### config.mk
export PLATFORM = sky130hd
export DESIGN_NAME = bar_run_scan
export DESIGN_NICKNAME = d
export VERILOG_FILES = /design/src/rtl/bar_run_scan.sv
export SDC_FILE = /design/constraint.sdc
export NUM_CORES = 1
export LEC_CHECK = 0
export BUFFER_PORTS_ARGS = -buffer_cell sky130_fd_sc_hd__clkbuf_2
export CAP_MARGIN = 10
export CORE_MARGIN = 5
export CORE_UTILIZATION = 32
export DETAILED_ROUTE_END_ITERATION = 12
export SYNTH_ARGS = -nofsm -noshare
export SYNTH_HDL_FRONTEND = slang
export SYNTH_SLANG_ARGS = --single-unit
### constraint.sdc
create_clock -name clk -period 8.7 [get_ports clk]
set_input_delay 2.175 -clock clk [delete_from_list [all_inputs] [get_ports clk]]
set_output_delay 2.175 -clock clk [all_outputs]
set_load 0.02 [all_outputs]
### src/rtl/bar_run_scan.sv
// bar_run_scan: run-length encodes bar/space pixels on evenly spaced rows between each row's first and last bar.
// Runs are queued in a show-ahead FIFO. Frame detect/extent is reported. Build option: BAR_SCAN_MAJ3_EN (majority filter).
module bar_run_scan #(
    parameter int H_BITS     = 10,
    parameter int V_BITS     = 10,
    parameter int V_START    = 100,
    parameter int V_STEP     = 20,
    parameter int SCAN_LINES = 4,
    parameter int LEN_W      = 8,
    parameter int FIFO_DEPTH = 64,
    parameter int MIN_RUNS   = 59
) (
    input  logic              clk,
    input  logic              rst_n,
    input  logic [H_BITS-1:0] loc_x,
    input  logic [V_BITS-1:0] loc_y,
    input  logic              thres_vs,
    input  logic              thres_de,
    input  logic              thres_data,
    output logic              run_valid,
    input  logic              run_ready,
    output logic [LEN_W-1:0]  run_len,
    output logic              run_level,
    output logic              run_last,
    output logic [3:0]        run_line,
    output logic              scan_en,
    output logic [H_BITS-1:0] bar_left,
    output logic [H_BITS-1:0] bar_right,
    output logic              overflow
);
    localparam int PTR_W = (FIFO_DEPTH > 1) ? $clog2(FIFO_DEPTH) : 1;
    localparam int CNT_W = $clog2(FIFO_DEPTH + 1);
    localparam int ENT_W = LEN_W + 6;
    localparam logic [LEN_W-1:0] LEN_MAX = '1;
    localparam logic [LEN_W-1:0] LEN_ONE = LEN_W'(1);
    localparam logic [CNT_W-1:0] CNT_FULL = CNT_W'(FIFO_DEPTH);

    typedef enum logic [1:0] {S_IDLE, S_QUIET, S_RUN, S_FLUSH} state_t;

    // ---------------- input registers ----------------
    logic [H_BITS-1:0] x_q;
    logic [V_BITS-1:0] y_q;
    logic              vs_q, de_q, data_q;

    always_ff @(posedge clk or negedge rst_n) begin
        if (!rst_n) begin
            x_q    <= '0;
            y_q    <= '0;
            vs_q   <= 1'b0;
            de_q   <= 1'b0;
            data_q <= 1'b0;
        end else begin
            x_q    <= loc_x;
            y_q    <= loc_y;
            vs_q   <= thres_vs;
            de_q   <= thres_de;
            data_q <= thres_data;
        end
    end

    // ---------------- pixel stage seen by the row FSM ----------------
    logic [H_BITS-1:0] px_x;
    logic [V_BITS-1:0] px_y;
    logic              px_vs, px_de, px_data;

`ifdef BAR_SCAN_MAJ3_EN
    logic [H_BITS-1:0] x1_q;
    logic [V_BITS-1:0] y1_q;
    logic              vs1_q, de1_q, data1_q, de2_q, data2_q;
    logic              prev_px, next_px;

    always_ff @(posedge clk or negedge rst_n) begin
        if (!rst_n) begin
            x1_q    <= '0;
            y1_q    <= '0;
            vs1_q   <= 1'b0;
            de1_q   <= 1'b0;
            data1_q <= 1'b0;
            de2_q   <= 1'b0;
            data2_q <= 1'b0;
        end else begin
            x1_q    <= x_q;
            y1_q    <= y_q;
            vs1_q   <= vs_q;
            de1_q   <= de_q;
            data1_q <= data_q;
            de2_q   <= de1_q;
            data2_q <= data1_q;
        end
    end

    // Neighbours outside the active line are replaced by the centre pixel (edge replication).
    always_comb begin
        prev_px = de2_q ? data2_q : data1_q;
        next_px = de_q ? data_q : data1_q;
    end

    // The centre tap keeps its own column, so x needs no further correction.
    assign px_x    = x1_q;
    assign px_y    = y1_q;
    assign px_vs   = vs1_q;
    assign px_de   = de1_q;
    assign px_data = de1_q & ((prev_px & data1_q) | (prev_px & next_px) | (data1_q & next_px));
`else
    assign px_x    = x_q;
    assign px_y    = y_q;
    assign px_vs   = vs_q;
    assign px_de   = de_q;
    assign px_data = data_q;
`endif

    logic de_prev_q, vs_prev_q;
    logic de_rise, vs_rise;

    always_ff @(posedge clk or negedge rst_n) begin
        if (!rst_n) begin
            de_prev_q <= 1'b0;
            vs_prev_q <= 1'b0;
        end else begin
            de_prev_q <= px_de;
            vs_prev_q <= px_vs;
        end
    end

    assign de_rise = px_de & ~de_prev_q;
    assign vs_rise = px_vs & ~vs_prev_q;

    // ---------------- scanned-row decode ----------------
    logic [SCAN_LINES-1:0] row_hit;
    logic [3:0]            row_idx;
    logic                  row_sel;

    generate
        for (genvar gi = 0; gi < SCAN_LINES; gi++) begin : g_row
            assign row_hit[gi] = (px_y == V_BITS'(V_START + gi * V_STEP));
        end
    endgenerate

    always_comb begin
        row_idx = '0;
        for (int i = 0; i < SCAN_LINES; i++) begin
            if (row_hit[i]) row_idx = 4'(i);
        end
    end

    assign row_sel = |row_hit;

    // ---------------- row FSM ----------------
    state_t            state_q, state_d;
    logic [LEN_W-1:0]  len_q, len_d;
    logic              level_q, level_d;
    logic              hold_valid_q, hold_valid_d;
    logic [LEN_W-1:0]  hold_len_q, hold_len_d;
    logic              hold_level_q, hold_level_d;
    logic [3:0]        line_q, line_d;
    logic [H_BITS-1:0] first_x_q, first_x_d;
    logic [H_BITS-1:0] last_x_q, last_x_d;
    logic [7:0]        run_cnt_q, run_cnt_d;
    logic              push_valid_q, push_valid_d;
    logic [LEN_W-1:0]  push_len_q, push_len_d;
    logic              push_level_q, push_level_d;
    logic              push_last_q, push_last_d;
    logic [3:0]        push_line_q, push_line_d;
    logic              armed_q, armed_d;
    logic              row_start, open_bar;

    assign row_start = (state_q == S_IDLE) && armed_q && de_rise && row_sel;

    always_comb begin
        state_d      = state_q;
        len_d        = len_q;
        level_d      = level_q;
        hold_valid_d = hold_valid_q;
        hold_len_d   = hold_len_q;
        hold_level_d = hold_level_q;
        line_d       = line_q;
        first_x_d    = first_x_q;
        last_x_d     = last_x_q;
        run_cnt_d    = run_cnt_q;
        push_valid_d = 1'b0;
        push_len_d   = hold_len_q;
        push_level_d = hold_level_q;
        push_last_d  = 1'b0;
        push_line_d  = line_q;
        open_bar     = 1'b0;

        unique case (state_q)
            S_IDLE: begin
                if (row_start) begin
                    line_d       = row_idx;
                    run_cnt_d    = '0;
                    hold_valid_d = 1'b0;
                    state_d      = S_QUIET;
                    open_bar     = px_data;
                end
            end
            S_QUIET: begin
                if (!px_de) state_d = S_IDLE;
                else        open_bar = px_data;
            end
            S_RUN: begin
                if (!px_de) begin
                    // A trailing space run is simply dropped; a trailing bar becomes the held run.
                    if (level_q) begin
                        push_valid_d = hold_valid_q;
                        hold_valid_d = 1'b1;
                        hold_len_d   = len_q;
                        hold_level_d = 1'b1;
                    end
                    state_d = S_FLUSH;
                end else if (px_data == level_q) begin
                    if (len_q != LEN_MAX) len_d = len_q + LEN_ONE;
                    if (px_data) last_x_d = px_x;
                end else begin
                    push_valid_d = hold_valid_q;
                    hold_valid_d = 1'b1;
                    hold_len_d   = len_q;
                    hold_level_d = level_q;
                    len_d        = LEN_ONE;
                    level_d      = px_data;
                    if (px_data) last_x_d = px_x;
                end
            end
            S_FLUSH: begin
                push_valid_d = hold_valid_q;
                push_last_d  = 1'b1;
                hold_valid_d = 1'b0;
                state_d      = S_IDLE;
            end
            default: state_d = S_IDLE;
        endcase

        if (open_bar) begin
            state_d   = S_RUN;
            len_d     = LEN_ONE;
            level_d   = 1'b1;
            first_x_d = px_x;
            last_x_d  = px_x;
        end

        if (push_valid_d && (run_cnt_q != 8'hFF)) run_cnt_d = run_cnt_q + 8'd1;
    end

    always_ff @(posedge clk or negedge rst_n) begin
        if (!rst_n) begin
            state_q      <= S_IDLE;
            len_q        <= '0;
            level_q      <= 1'b0;
            hold_valid_q <= 1'b0;
            hold_len_q   <= '0;
            hold_level_q <= 1'b0;
            line_q       <= '0;
            first_x_q    <= '0;
            last_x_q     <= '0;
            run_cnt_q    <= '0;
            push_valid_q <= 1'b0;
            push_len_q   <= '0;
            push_level_q <= 1'b0;
            push_last_q  <= 1'b0;
            push_line_q  <= '0;
        end else begin
            state_q      <= state_d;
            len_q        <= len_d;
            level_q      <= level_d;
            hold_valid_q <= hold_valid_d;
            hold_len_q   <= hold_len_d;
            hold_level_q <= hold_level_d;
            line_q       <= line_d;
            first_x_q    <= first_x_d;
            last_x_q     <= last_x_d;
            run_cnt_q    <= run_cnt_d;
            push_valid_q <= push_valid_d;
            push_len_q   <= push_len_d;
            push_level_q <= push_level_d;
            push_last_q  <= push_last_d;
            push_line_q  <= push_line_d;
        end
    end

    // ---------------- run FIFO (show-ahead) ----------------
    logic [ENT_W-1:0] mem [FIFO_DEPTH];
    logic [PTR_W-1:0] wr_ptr_q, wr_ptr_d, rd_ptr_q, rd_ptr_d;
    logic [CNT_W-1:0] count_q, count_d;
    logic [ENT_W-1:0] head;
    logic             wr_en, drop, pop;

    // A full FIFO drops the push even when a pop frees a slot in the same cycle.
    assign wr_en = push_valid_q && (count_q != CNT_FULL);
    assign drop  = push_valid_q && (count_q == CNT_FULL);
    assign pop   = (count_q != '0) && run_ready;

    always_comb begin
        wr_ptr_d = wr_ptr_q;
        rd_ptr_d = rd_ptr_q;
        count_d  = count_q;
        if (wr_en) wr_ptr_d = wr_ptr_q + PTR_W'(1);
        if (pop)   rd_ptr_d = rd_ptr_q + PTR_W'(1);
        unique case ({wr_en, pop})
            2'b10:   count_d = count_q + CNT_W'(1);
            2'b01:   count_d = count_q - CNT_W'(1);
            default: count_d = count_q;
        endcase
    end

    always_ff @(posedge clk or negedge rst_n) begin
        if (!rst_n) begin
            wr_ptr_q <= '0;
            rd_ptr_q <= '0;
            count_q  <= '0;
        end else begin
            wr_ptr_q <= wr_ptr_d;
            rd_ptr_q <= rd_ptr_d;
            count_q  <= count_d;
        end
    end

    always_ff @(posedge clk) begin
        if (wr_en) mem[wr_ptr_q] <= {push_len_q, push_level_q, push_last_q, push_line_q};
    end

    assign head      = mem[rd_ptr_q];
    assign run_valid = (count_q != '0);
    assign run_len   = run_valid ? head[ENT_W-1 -: LEN_W] : '0;
    assign run_level = run_valid & head[5];
    assign run_last  = run_valid & head[4];
    assign run_line  = run_valid ? head[3:0] : 4'd0;

    // ---------------- frame accumulation ----------------
    logic              row_bad_q, row_bad_d;
    logic              overflow_q, overflow_d;
    logic              scan_en_q, scan_en_d;
    logic [H_BITS-1:0] bar_left_q, bar_left_d, bar_right_q, bar_right_d;
    logic              acc_any_q, acc_any_d;
    logic [H_BITS-1:0] acc_left_q, acc_left_d, acc_right_q, acc_right_d;
    logic              row_end, row_ok;

    // The last push of a row is judged at the write stage so that its own drop still marks the row bad.
    assign row_end = push_valid_q && push_last_q;
    assign row_ok  = !(row_bad_q || drop) && (int'(run_cnt_q) >= MIN_RUNS);

    always_comb begin
        armed_d     = armed_q;
        row_bad_d   = row_bad_q;
        overflow_d  = overflow_q;
        scan_en_d   = scan_en_q;
        bar_left_d  = bar_left_q;
        bar_right_d = bar_right_q;
        acc_any_d   = acc_any_q;
        acc_left_d  = acc_left_q;
        acc_right_d = acc_right_q;

        if (row_start) row_bad_d = 1'b0;
        if (drop) begin
            row_bad_d  = 1'b1;
            overflow_d = 1'b1;
        end
        if (row_end && row_ok) begin
            acc_any_d   = 1'b1;
            acc_left_d  = (!acc_any_q || first_x_q < acc_left_q) ? first_x_q : acc_left_q;
            acc_right_d = (!acc_any_q || last_x_q > acc_right_q) ? last_x_q : acc_right_q;
        end
        if (vs_rise) begin
            armed_d   = 1'b1;
            scan_en_d = acc_any_q;
            if (acc_any_q) begin
                bar_left_d  = acc_left_q;
                bar_right_d = acc_right_q;
            end
            acc_any_d   = 1'b0;
            acc_left_d  = '0;
            acc_right_d = '0;
            overflow_d  = drop;
        end
    end

    always_ff @(posedge clk or negedge rst_n) begin
        if (!rst_n) begin
            armed_q     <= 1'b0;
            row_bad_q   <= 1'b0;
            overflow_q  <= 1'b0;
            scan_en_q   <= 1'b0;
            bar_left_q  <= '0;
            bar_right_q <= '0;
            acc_any_q   <= 1'b0;
            acc_left_q  <= '0;
            acc_right_q <= '0;
        end else begin
            armed_q     <= armed_d;
            row_bad_q   <= row_bad_d;
            overflow_q  <= overflow_d;
            scan_en_q   <= scan_en_d;
            bar_left_q  <= bar_left_d;
            bar_right_q <= bar_right_d;
            acc_any_q   <= acc_any_d;
            acc_left_q  <= acc_left_d;
            acc_right_q <= acc_right_d;
        end
    end

    assign scan_en   = scan_en_q;
    assign bar_left  = bar_left_q;
    assign bar_right = bar_right_q;
    assign overflow  = overflow_q;

endmodule
==> results_dict.tcl <==
set metrics [dict create \
    cp-end-kind "output port" \
    grt_max_degree 91 \
    wl_mm 84.7 \
    crit_end "run_last" \
    finalHoldViolations 0 \
    power.share.clock_pct 33.5 \
    rrSetupSlack_ns 4.52 \
    yosys_register_bits 921 \
    p_seq_share_pct 43.5 \
    power_frac_comb_pct 23.0 \
    grt_pass1_wl_mm 127 \
    syn-cell-area_sq_um 36200 \
    r2r-end "count_q[6]" \
    synthCells 1900 \
    num_rows 123 \
    layout.area.seq_sq_um 26900 \
    dp.final_hpwl_mm 51.3 \
    fp.dieArea_sq_um 120000 \
    wl_per_cell_microns 23.5 \
    synth_compound_area_share_pct 5.05 \
    synth-adder-area-share_pct 1.06 \
    die_y_microns 346 \
    grtUsageTotal_pct 13.9 \
    dr.first_iter.drc_count 1813 \
    grt_pass1_vias 18857 \
    cts_buffer_depth 3 \
    cp_slowest_cell "nor4_1" \
    max_freq_ghz 0.156 \
    clkLatencyLatePin_ns 0.67 \
    setup_viol 0 \
    path_depth 7 \
    worst_path_largest_cell_delay_ns 0.90 \
    final_core_util_pct 37.1 \
    synth_xor_area_share_pct 0.460 \
    worstPathRequired_ns 6.53 \
    pin_count 63 \
    seq_area_frac_synth_pct 74.4 \
    fin_nets 2086 \
    synth-edff-count 768 \
    die_x_microns 346 \
    synthMuxAreaShare_pct 13.6 \
    synth_simple_gate_area_share_pct 3.81 \
    post_cts_buffers 0 \
    startpoint_type "register" \
    status "completed" \
    synth_flop_cell "edfxtp_1" \
    path_delay_family "simple AND/OR/NAND/NOR gates" \
    async_reset_ff_share_pct 16.6 \
    tns_ns 0 \
    powerDensity_nw_per_um2 288 \
    crit_path_start "count_q[1]" \
    drt_drc_violations_left 0 \
    timing.slew.headroom_pct 17.6 \
    via_per_inst 5.12 \
    sw_frac_of_total_pct 29.8 \
    fin_crit_ns 6.42 \
    dr.pass1.iters 7 \
    cts_root_buf "clkbuf_16" \
    multi_input_area_sq_um 8700 \
    arrival_ns 4.24 \
    critPathMaxFanout 11 \
    peakVddDrop_mv 0.202 \
    tightest_slew_ns 1.23 \
    r2r-start "count_q[1]" \
    crit_path_cell_trace "nor4_1 -> nand2_1 -> and2_1 -> a22o_1 -> a211oi_1 -> o211ai_1 -> clkbuf_2" \
    vias 18488 \
    place.gp.congestion 0.852 \
    ctsResizeCount 0 \
    ant_nets 0 \
    numClockSinks 921 \
    cts-buffers-inserted 93 \
    dp.cells 3411 \
    skew_ns 0.0555 \
    period_share_pct 73.8 \
    p_switching_mw 3.58 \
    antenna_found_initial 0 \
    whs_path_depth 0 \
    synth_area_per_cell_sq_um 19.0 \
    synth_top_family_by_area "multiplexers" \
    p_leak_nw 13.7 \
    drive_gt1_share_pct 24.7 \
    clk_pin_slew_ns 0.06 \
    ys_warn_count 0 \
    cts_max_level 3 \
    crit_buf_inv 1 \
    holdCritPathClass "register to register" \
    cts_tree "yes" \
    synth.distinct_cells 74 \
    core_area_sq_um 112000 \
    power.internal_mw 8.45 \
    fillCellCount 10291 \
    final-max-slew-violation-count 0 \
    fin_cells 3608 \
    portBuffers 60 \
    hold_buffers 0 \
    initial_core_util_pct 32.2 \
    drv_cap 0 \
    globalRouteOverflowTotal 0 \
    ff2ff_path_depth 11 \
    rsz0062_at_grt "false" \
    crit_type "register to output port" \
    area_growth_pct 15.3 \
]
kinds of logic after synthesis:
group | after synthesis
mux | 255
other cells | 1
simple gates | 290
compound gates | 254
buf+inv | 130
fa+ha+maj | 30
flops | 921
xor+xnor | 19
synth_stat cells, types with 15 or more instances:
cell / instances / area share [%]
nand3_1: 16 / 0.22
ha_1: 29 / 1.0
dfrtp_1: 153 / 11
mux2i_1: 37 / 1.0
buf_1: 15 / 0.16
o21ai_0: 51 / 0.71
a21oi_1: 35 / 0.48
edfxtp_1: 768 / 64
mux2_2: 31 / 0.97
inv_1: 31 / 0.32
clkbuf_1: 44 / 0.46
a22oi_1: 50 / 1.0
mux4_2: 186 / 12
buf_2: 21 / 0.29
nor2_1: 102 / 1.1
a22o_1: 28 / 0.68
nand2_1: 84 / 0.87
a221oi_1: 15 / 0.36
flip-flops by register name, summed over array words and instances (netlist names), 2 cells and up:
| signal | count |
|---|---|
| mem | 768 |
| acc_left_q | 10 |
| acc_right_q | 10 |
| bar_left | 10 |
| bar_right | 10 |
| first_x_q | 10 |
| last_x_q | 10 |
| px_x | 10 |
| px_y | 10 |
| hold_len_q | 8 |
| len_q | 8 |
| push_len_q | 8 |
| run_cnt_q | 8 |
| count_q | 7 |
| rd_ptr_q | 6 |
| wr_ptr_q | 6 |
| line_q | 2 |
| push_line_q | 2 |
| state_q | 2 |
power groups by stage:
stage          sequential [mW]  combinational, mW  clock [mW]
2_1_floorplan             5.20               1.97           0
3_3_place_gp              5.35               2.70           0
3_5_place_dp              5.36               2.74           0
4_1_cts                   5.27               2.75        4.12
5_1_grt                   5.26               2.98        4.31
6_report                  5.23               2.77        4.03
cell usage in the layout, fill, tap and decap left out, types with 7 or more instances in the layout:
cell | synthesis | layout
a22oi_1 | 50 | 50
a21oi_1 | 35 | 35
o21ai_0 | 51 | 51
nor2_1 | 102 | 96
dfrtp_2 | 0 | 12
clkinv_2 | 0 | 14
nor2b_1 | 13 | 12
inv_1 | 31 | 31
mux4_2 | 186 | 186
a221oi_1 | 15 | 15
xnor2_1 | 13 | 13
mux2i_1 | 37 | 37
buf_4 | 13 | 48
ha_1 | 29 | 29
nand3b_1 | 10 | 10
nand2_1 | 84 | 84
a22o_1 | 28 | 28
nand3_1 | 16 | 16
clkbuf_16 | 0 | 94
dfrtp_1 | 153 | 139
o221ai_1 | 7 | 7
o22ai_1 | 7 | 7
a211oi_1 | 10 | 10
nand2b_1 | 13 | 13
a221o_1 | 10 | 10
clkbuf_1 | 44 | 18
mux2_2 | 31 | 31
and3_1 | 11 | 11
clkbuf_2 | 0 | 59
clkinv_1 | 1 | 21
buf_6 | 5 | 18
edfxtp_1 | 768 | 768
bufinv_16 | 0 | 10
stage by stage:
step / setup slack (ns) / hold slack (ns) / cell area, sq um / total power [mW]
after floorplan: 4.32 / 0.349 / 36200 / 7.17
after global placement: 2.77 / 0.357 / 38300 / 8.05
after detailed placement: 2.95 / 0.361 / 38300 / 8.11
after CTS: 2.27 / 0.378 / 41400 / 12.1
after global routing: 2.02 / 0.389 / 41700 / 12.6
final: 2.28 / 0.373 / 41700 / 12.0
how the worst min path moves through the flow:
stage,start,end,slack (ns)
2_1_floorplan,hold_len_q[0],push_len_q[0],0.35
3_3_place_gp,hold_len_q[5],push_len_q[5],0.36
3_5_place_dp,hold_len_q[4],push_len_q[4],0.36
4_1_cts,hold_len_q[0],push_len_q[0],0.38
5_1_grt,hold_len_q[1],push_len_q[1],0.39
6_report,hold_len_q[0],push_len_q[0],0.37
routing by layer:
| metal | routed length [microns] | global-route usage (%) | up-vias |
|---|---|---|---|
| met3 | 6440 | 3.30 | 106 |
| met2 | 39600 | 21.7 | 704 |
| met1 | 36700 | 19.7 | 9740 |
| met4 | 1930 | 3.57 | 0 |
| li1 | - | - | 7938 |
| met5 | 0 | 0 | - |
final cells by class:
cell class	instances	share of cell area (%)
multi-input combinational	850	20.9
inverter	32	0.288
timing repair buffer	132	2.36
clock buffer	117	5.97
clock inverter	55	1.48
antenna	1	0.00600
sequential	921	64.5
tap	1500	4.50
Power figures use the tool's default switching activity.
